`config.mk`:
```
export PLATFORM = sky130hd
export DESIGN_NAME = butterfly_unit_pipelined
export DESIGN_NICKNAME = d
export VERILOG_FILES = /design/src/rtl/fft_pkg.sv /design/src/rtl/butterfly_unit_pipelined_round_sat.sv /design/src/rtl/butterfly_unit_pipelined.sv
export SDC_FILE = /design/constraint.sdc
export NUM_CORES = 2
export LEC_CHECK = 0
export ABC_CLOCK_PERIOD_IN_PS = 22400
export CORE_MARGIN = 5
export CORE_UTILIZATION = 55
export CTS_CLUSTER_DIAMETER = 200
export DETAILED_ROUTE_END_ITERATION = 6
export HOLD_SLACK_MARGIN = 0.03
export MAX_ROUTING_LAYER = met4
export PLACE_DENSITY = 0.73
export SYNTH_ARGS = -nofsm -noshare
export SYNTH_HDL_FRONTEND = slang
export SYNTH_HIERARCHICAL = 1
export SYNTH_SLANG_ARGS = --single-unit
```
`constraint.sdc`:
```
create_clock -name clk -period 22.4 [get_ports clk]
set_clock_uncertainty 0.1 [all_clocks]
set_input_delay 4.48 -clock clk [delete_from_list [all_inputs] [get_ports clk]]
set_output_delay 4.48 -clock clk [all_outputs]
set_load 0.03 [all_outputs]
```
`src/rtl/fft_pkg.sv`:
```
`default_nettype none
// ============================================================
// Package : fft_pkg
// Shared width helpers, sample type and twiddle unity constant.
// Rev     : 1.0
// ============================================================
package fft_pkg;

    localparam int DATA_W_DEF  = 16;
    localparam int TW_FRAC_DEF = 14;
    localparam int TW_ONE      = 1 << TW_FRAC_DEF;

    typedef struct packed {
        logic signed [DATA_W_DEF-1:0] re;
        logic signed [DATA_W_DEF-1:0] im;
    } cplx_t;

    function automatic int pw(input int data_w, input int tw_w);
        return data_w + tw_w + 2;
    endfunction

    function automatic int base_drop(input int tw_frac, input int out_frac);
        return tw_frac - out_frac;
    endfunction

endpackage
`default_nettype wire

```
`src/rtl/butterfly_unit_pipelined_round_sat.sv`:
```
`default_nettype none
// ============================================================
// Module : round_sat
// Round half toward +inf over BASE_DROP (+1 when scaling), then clamp.
// Rev    : 1.0
// ============================================================
module round_sat #(
    parameter int IN_W      = 35,
    parameter int OUT_W     = 24,
    parameter int BASE_DROP = 9
) (
    input  logic signed [IN_W-1:0]  din,
    input  logic                    scale,
    output logic signed [OUT_W-1:0] dout,
    output logic                    sat
);

    // One guard bit so the rounding increment can never wrap.
    localparam logic signed [IN_W:0] c_half1 = (IN_W+1)'(1) << BASE_DROP;

    logic signed [IN_W:0] w_ext;
    logic signed [IN_W:0] w_r0;
    logic signed [IN_W:0] w_r1;
    logic signed [IN_W:0] w_rnd;

    assign w_ext = {din[IN_W-1], din};
    assign w_r1  = (w_ext + c_half1) >>> (BASE_DROP + 1);

    generate
        if (BASE_DROP == 0) begin : g_nodrop
            assign w_r0 = w_ext;
        end else begin : g_drop
            localparam logic signed [IN_W:0] c_half0 = (IN_W+1)'(1) << (BASE_DROP - 1);
            assign w_r0 = (w_ext + c_half0) >>> BASE_DROP;
        end
    endgenerate

    assign w_rnd = scale ? w_r1 : w_r0;

    generate
        if (OUT_W <= IN_W) begin : g_clamp
            localparam logic signed [IN_W:0] c_max = {{(IN_W-OUT_W+2){1'b0}}, {(OUT_W-1){1'b1}}};
            localparam logic signed [IN_W:0] c_min = {{(IN_W-OUT_W+2){1'b1}}, {(OUT_W-1){1'b0}}};
            always_comb begin
                sat  = 1'b0;
                dout = w_rnd[OUT_W-1:0];
                if (w_rnd > c_max) begin
                    sat  = 1'b1;
                    dout = c_max[OUT_W-1:0];
                end else if (w_rnd < c_min) begin
                    sat  = 1'b1;
                    dout = c_min[OUT_W-1:0];
                end
            end
        end else begin : g_wide
            assign sat  = 1'b0;
            assign dout = OUT_W'(w_rnd);
        end
    endgenerate

endmodule
`default_nettype wire

```
`src/rtl/butterfly_unit_pipelined.sv`:
```
`default_nettype none
// ============================================================
// Module : butterfly_unit_pipelined
// Three-stage radix-2 DIT butterfly with valid/ready and saturation.
// Rev    : 1.0
// ============================================================
module butterfly_unit_pipelined
    import fft_pkg::*;
#(
    parameter int DATA_W   = 16,
    parameter int TW_W     = 16,
    parameter int TW_FRAC  = 14,
    parameter int OUT_W    = 24,
    parameter int OUT_FRAC = 5,
    parameter int TAG_W    = 8
) (
    input  logic                     clk,
    input  logic                     rst_n,
    input  logic                     in_valid,
    output logic                     in_ready,
    input  logic signed [DATA_W-1:0] in1_re,
    input  logic signed [DATA_W-1:0] in1_im,
    input  logic signed [DATA_W-1:0] in2_re,
    input  logic signed [DATA_W-1:0] in2_im,
    input  logic signed [TW_W-1:0]   tw_re,
    input  logic signed [TW_W-1:0]   tw_im,
    input  logic                     in_inverse,
    input  logic                     in_scale,
    input  logic [TAG_W-1:0]         in_tag,
    output logic                     out_valid,
    input  logic                     out_ready,
    output logic signed [OUT_W-1:0]  out1_re,
    output logic signed [OUT_W-1:0]  out1_im,
    output logic signed [OUT_W-1:0]  out2_re,
    output logic signed [OUT_W-1:0]  out2_im,
    output logic [TAG_W-1:0]         out_tag,
    output logic                     ovf_sticky,
    input  logic                     clr_ovf
);

    localparam int c_pw = pw(DATA_W, TW_W);
    localparam int c_mw = DATA_W + TW_W + 1;

    logic w_adv;
    assign in_ready = !(out_valid && !out_ready);
    assign w_adv    = in_ready;

    // Operands widened so that each product is full precision and -(-2^(TW_W-1)) is exact.
    logic signed [c_mw-1:0] w_b_re, w_b_im, w_w_re, w_w_im;
    assign w_b_re = c_mw'(in2_re);
    assign w_b_im = c_mw'(in2_im);
    assign w_w_re = c_mw'(tw_re);
    assign w_w_im = in_inverse ? -c_mw'(tw_im) : c_mw'(tw_im);

    logic                     r_s1_valid, r_s2_valid;
    logic signed [c_mw-1:0]   r_s1_rr, r_s1_ii, r_s1_ri, r_s1_ir;
    logic signed [DATA_W-1:0] r_s1_in1_re, r_s1_in1_im;
    logic                     r_s1_scale, r_s2_scale;
    logic [TAG_W-1:0]         r_s1_tag, r_s2_tag;
    logic signed [c_pw-1:0]   r_s2_pre, r_s2_pim, r_s2_a_re, r_s2_a_im;

    always_ff @(posedge clk) begin
        if (w_adv) begin
            r_s1_rr     <= w_b_re * w_w_re;
            r_s1_ii     <= w_b_im * w_w_im;
            r_s1_ri     <= w_b_re * w_w_im;
            r_s1_ir     <= w_b_im * w_w_re;
            r_s1_in1_re <= in1_re;
            r_s1_in1_im <= in1_im;
            r_s1_scale  <= in_scale;
            r_s1_tag    <= in_tag;
            r_s2_pre    <= c_pw'(r_s1_rr) - c_pw'(r_s1_ii);
            r_s2_pim    <= c_pw'(r_s1_ri) + c_pw'(r_s1_ir);
            r_s2_a_re   <= c_pw'(r_s1_in1_re) <<< TW_FRAC;
            r_s2_a_im   <= c_pw'(r_s1_in1_im) <<< TW_FRAC;
            r_s2_scale  <= r_s1_scale;
            r_s2_tag    <= r_s1_tag;
        end
    end

    logic signed [c_pw:0]    w_sum [4];
    logic signed [OUT_W-1:0] w_rs  [4];
    logic [3:0]              w_sat;

    assign w_sum[0] = (c_pw+1)'(r_s2_a_re) + (c_pw+1)'(r_s2_pre);
    assign w_sum[1] = (c_pw+1)'(r_s2_a_im) + (c_pw+1)'(r_s2_pim);
    assign w_sum[2] = (c_pw+1)'(r_s2_a_re) - (c_pw+1)'(r_s2_pre);
    assign w_sum[3] = (c_pw+1)'(r_s2_a_im) - (c_pw+1)'(r_s2_pim);

    generate
        for (genvar gi = 0; gi < 4; gi++) begin : g_rs
            round_sat #(
                .IN_W      (c_pw + 1),
                .OUT_W     (OUT_W),
                .BASE_DROP (base_drop(TW_FRAC, OUT_FRAC))
            ) u_round_sat (
                .din   (w_sum[gi]),
                .scale (r_s2_scale),
                .dout  (w_rs[gi]),
                .sat   (w_sat[gi])
            );
        end
    endgenerate

    always_ff @(posedge clk) begin
        if (!rst_n) begin
            r_s1_valid <= 1'b0;
            r_s2_valid <= 1'b0;
            out_valid  <= 1'b0;
            out1_re    <= '0;
            out1_im    <= '0;
            out2_re    <= '0;
            out2_im    <= '0;
            out_tag    <= '0;
            ovf_sticky <= 1'b0;
        end else begin
            if (w_adv) begin
                r_s1_valid <= in_valid;
                r_s2_valid <= r_s1_valid;
                out_valid  <= r_s2_valid;
                out1_re    <= w_rs[0];
                out1_im    <= w_rs[1];
                out2_re    <= w_rs[2];
                out2_im    <= w_rs[3];
                out_tag    <= r_s2_tag;
            end
            // A fresh saturation takes priority over a simultaneous clear.
            if (w_adv && r_s2_valid && (|w_sat)) begin
                ovf_sticky <= 1'b1;
            end else if (clr_ovf) begin
                ovf_sticky <= 1'b0;
            end
        end
    end

endmodule
`default_nettype wire

```
==> impl_metrics.yaml <==
clock_tree:
  cts_setup_buffers: 0
  post_cts_resized: 0
  hold_buffers: 0
  clk_path_buf_depth: 3
  cts_root_buffer: "clkbuf_16"
  cts_buffers: 43
  ctsHtreeMaxLevel: 2
  tritoncts: "yes"
  clock_latency_ps: 600
  clkSinkCount: 388
  cts.clk_slew.worst_paths_ps: 70
timing:
  slew_headroom_pct: 16.0
  setup_viol: 0
  grt_setup_unrepaired: "no"
  worst_pin_slew_ps: 1260
  period_needed_ps: 12940
  hold_viol: 0
  max_freq_mhz: 77.3
  setup_tns_ps: 0
  slew_violations: 0
  fin_crit_sh_pct: 57.8
grt:
  grt_pass1_vias: 56466
  grt_max_degree: 180
  grt_usage_pct: 28.0
  grt_pass1_wl_um: 301000
  grt_overflow: 0
  antenna_found_initial: 10
drt:
  drtAntennaViolNets: 0
  drt_iter0_drc: 4227
  wirelength_um: 185000
  via_per_inst: 5.56
  route.detailed.wl_per_inst_um: 18.7
  drc: 0
  vias: 54724
  drtPass1Iterations: 5
floorplan:
  initial_core_util_pct: 55.2
  io_pins: 218
  die_x_um: 370
  dieArea_um2: 137000
  fp.dieH_um: 370
  rows: 132
  coreArea_um2: 129000
setup_path:
  slowest_stage: "xor2_4"
  crit_fanout: 33
  path_common_cell: "fa_1"
  arrival_ps: 13170
  cpPeakStageDelay_ps: 860
  criticalPathCategory: "primary input to flip-flop"
  start_kind: "primary input"
  critPathRequiredTime_ps: 22640
  cp-end-kind: "flip-flop"
finish:
  syn2layout_area_growth_pct: 6.96
  final_nets: 9856
  drive_above_1_share_pct: 3.36
worst_hold_path:
  hold_class: "flip-flop to flip-flop"
flow_run:
  timing.max_cap.violations: 0
place:
  dp_hpwl_um: 144000
  gp_congestion: 0.919
  io_buffer_count: 217
synth:
  syn_nets: 9939
  avgSynthCellArea_um2: 8.76
  synthCells: 8153
  synth.yosys.warnings: 6
  synthesis.area_um2: 71400
run_status:
  status: "complete, no violations"
==> area by class of cell <==
cell class | count | area (um2)
multi-input cells | 5762 | 53400
fillers | 11360 | 52900
flip-flops and latches | 388 | 10600
inverters | 1567 | 5890
repair buffers | 308 | 2830
well taps | 1742 | 2180
clock buffers | 52 | 1160
clock inverters | 28 | 352
diodes | 4 | 10.0
==> critical path, delay by kind of cell <==
| kind | cells | cell delay (ps) |
|---|---|---|
| buffers and inverters | 6 | 1020 |
| and+or+nand+nor | 10 | 2370 |
| AOI/OAI and AO/OA | 3 | 630 |
| xor gates and xnor gates | 2 | 970 |
| adders and majority gates | 8 | 3650 |
==> metrics by stage <==
stage | util (%) | instance area [um2] | worst slack [ps] | std cells | hold WS (ps)
final | 59.1 | 76400 | 9460 | 9851 | 319
after global routing | 59.1 | 76400 | 8950 | 9851 | 325
after CTS | 59.1 | 76400 | 9550 | 9847 | 320
after detailed placement | 57.9 | 74900 | 8910 | 9767 | 305
after global placement | 57.9 | 74900 | 9060 | 9767 | 301
after floorplan | - | 71400 | 5030 | 8153 | 300
==> cell usage in the layout, fill, tap and decap left out, types with 35 or more instances in the layout <==
cell,count
a211oi_1,37
a21boi_0,129
a21o_1,86
a21oi_1,271
and2_1,508
buf_4,90
clkbuf_16,44
clkdlybuf4s50_1,210
dfxtp_1,108
edfxtp_1,280
fa_1,1164
ha_1,511
inv_1,1563
mux2i_1,35
nand2_1,1125
nand2b_1,64
nand3_1,70
nand4_1,66
nor2_1,358
nor3_1,226
nor4_1,54
o21a_1,45
o21ai_0,122
o21bai_1,40
xnor2_1,280
xor2_1,164
==> registers in the layout, indices dropped and copies added (netlist names) <==
register     flops
out2_re         24
r_s2_valid       1
r_s2_pim        34
r_s1_ri         33
r_s1_in1_re     16
r_s1_rr         32
r_s2_a_re       16
out1_im         24
ovf_sticky       1
r_s1_valid       1
r_s2_tag         8
out_tag          8
r_s2_pre        34
r_s1_scale       1
r_s1_tag         8
r_s2_a_im       16
out1_re         24
r_s2_scale       1
out2_im         24
r_s1_ir         32
out_valid        1
r_s1_ii         33
r_s1_in1_im     16
==> final timing paths <==
path	from	endpoint	slack, ps	cells after the start
max	tw_im[0]	r_s1_ii[32]	9460	29
min	r_s1_in1_im[14]	r_s2_a_im[28]	320	0
max reg2reg	r_s2_a_im[15]	ovf_sticky	15670	19
min reg2reg	r_s1_in1_im[14]	r_s2_a_im[28]	320	0
==> metal layers <==
| metal | part of all wire, % | GRT usage, % | vias to the layer above |
|---|---|---|---|
| met5 | 0 | - | - |
| met4 | 3.6 | 8.91 | 0 |
| met3 | 7.0 | 3.19 | 388 |
| met2 | 47 | 44.6 | 1948 |
| met1 | 43 | 37.9 | 27139 |
| li1 | - | - | 25249 |
Power is not shown: default switching activity piles up to over one toggle a cycle in this logic, so the estimate is an artifact.
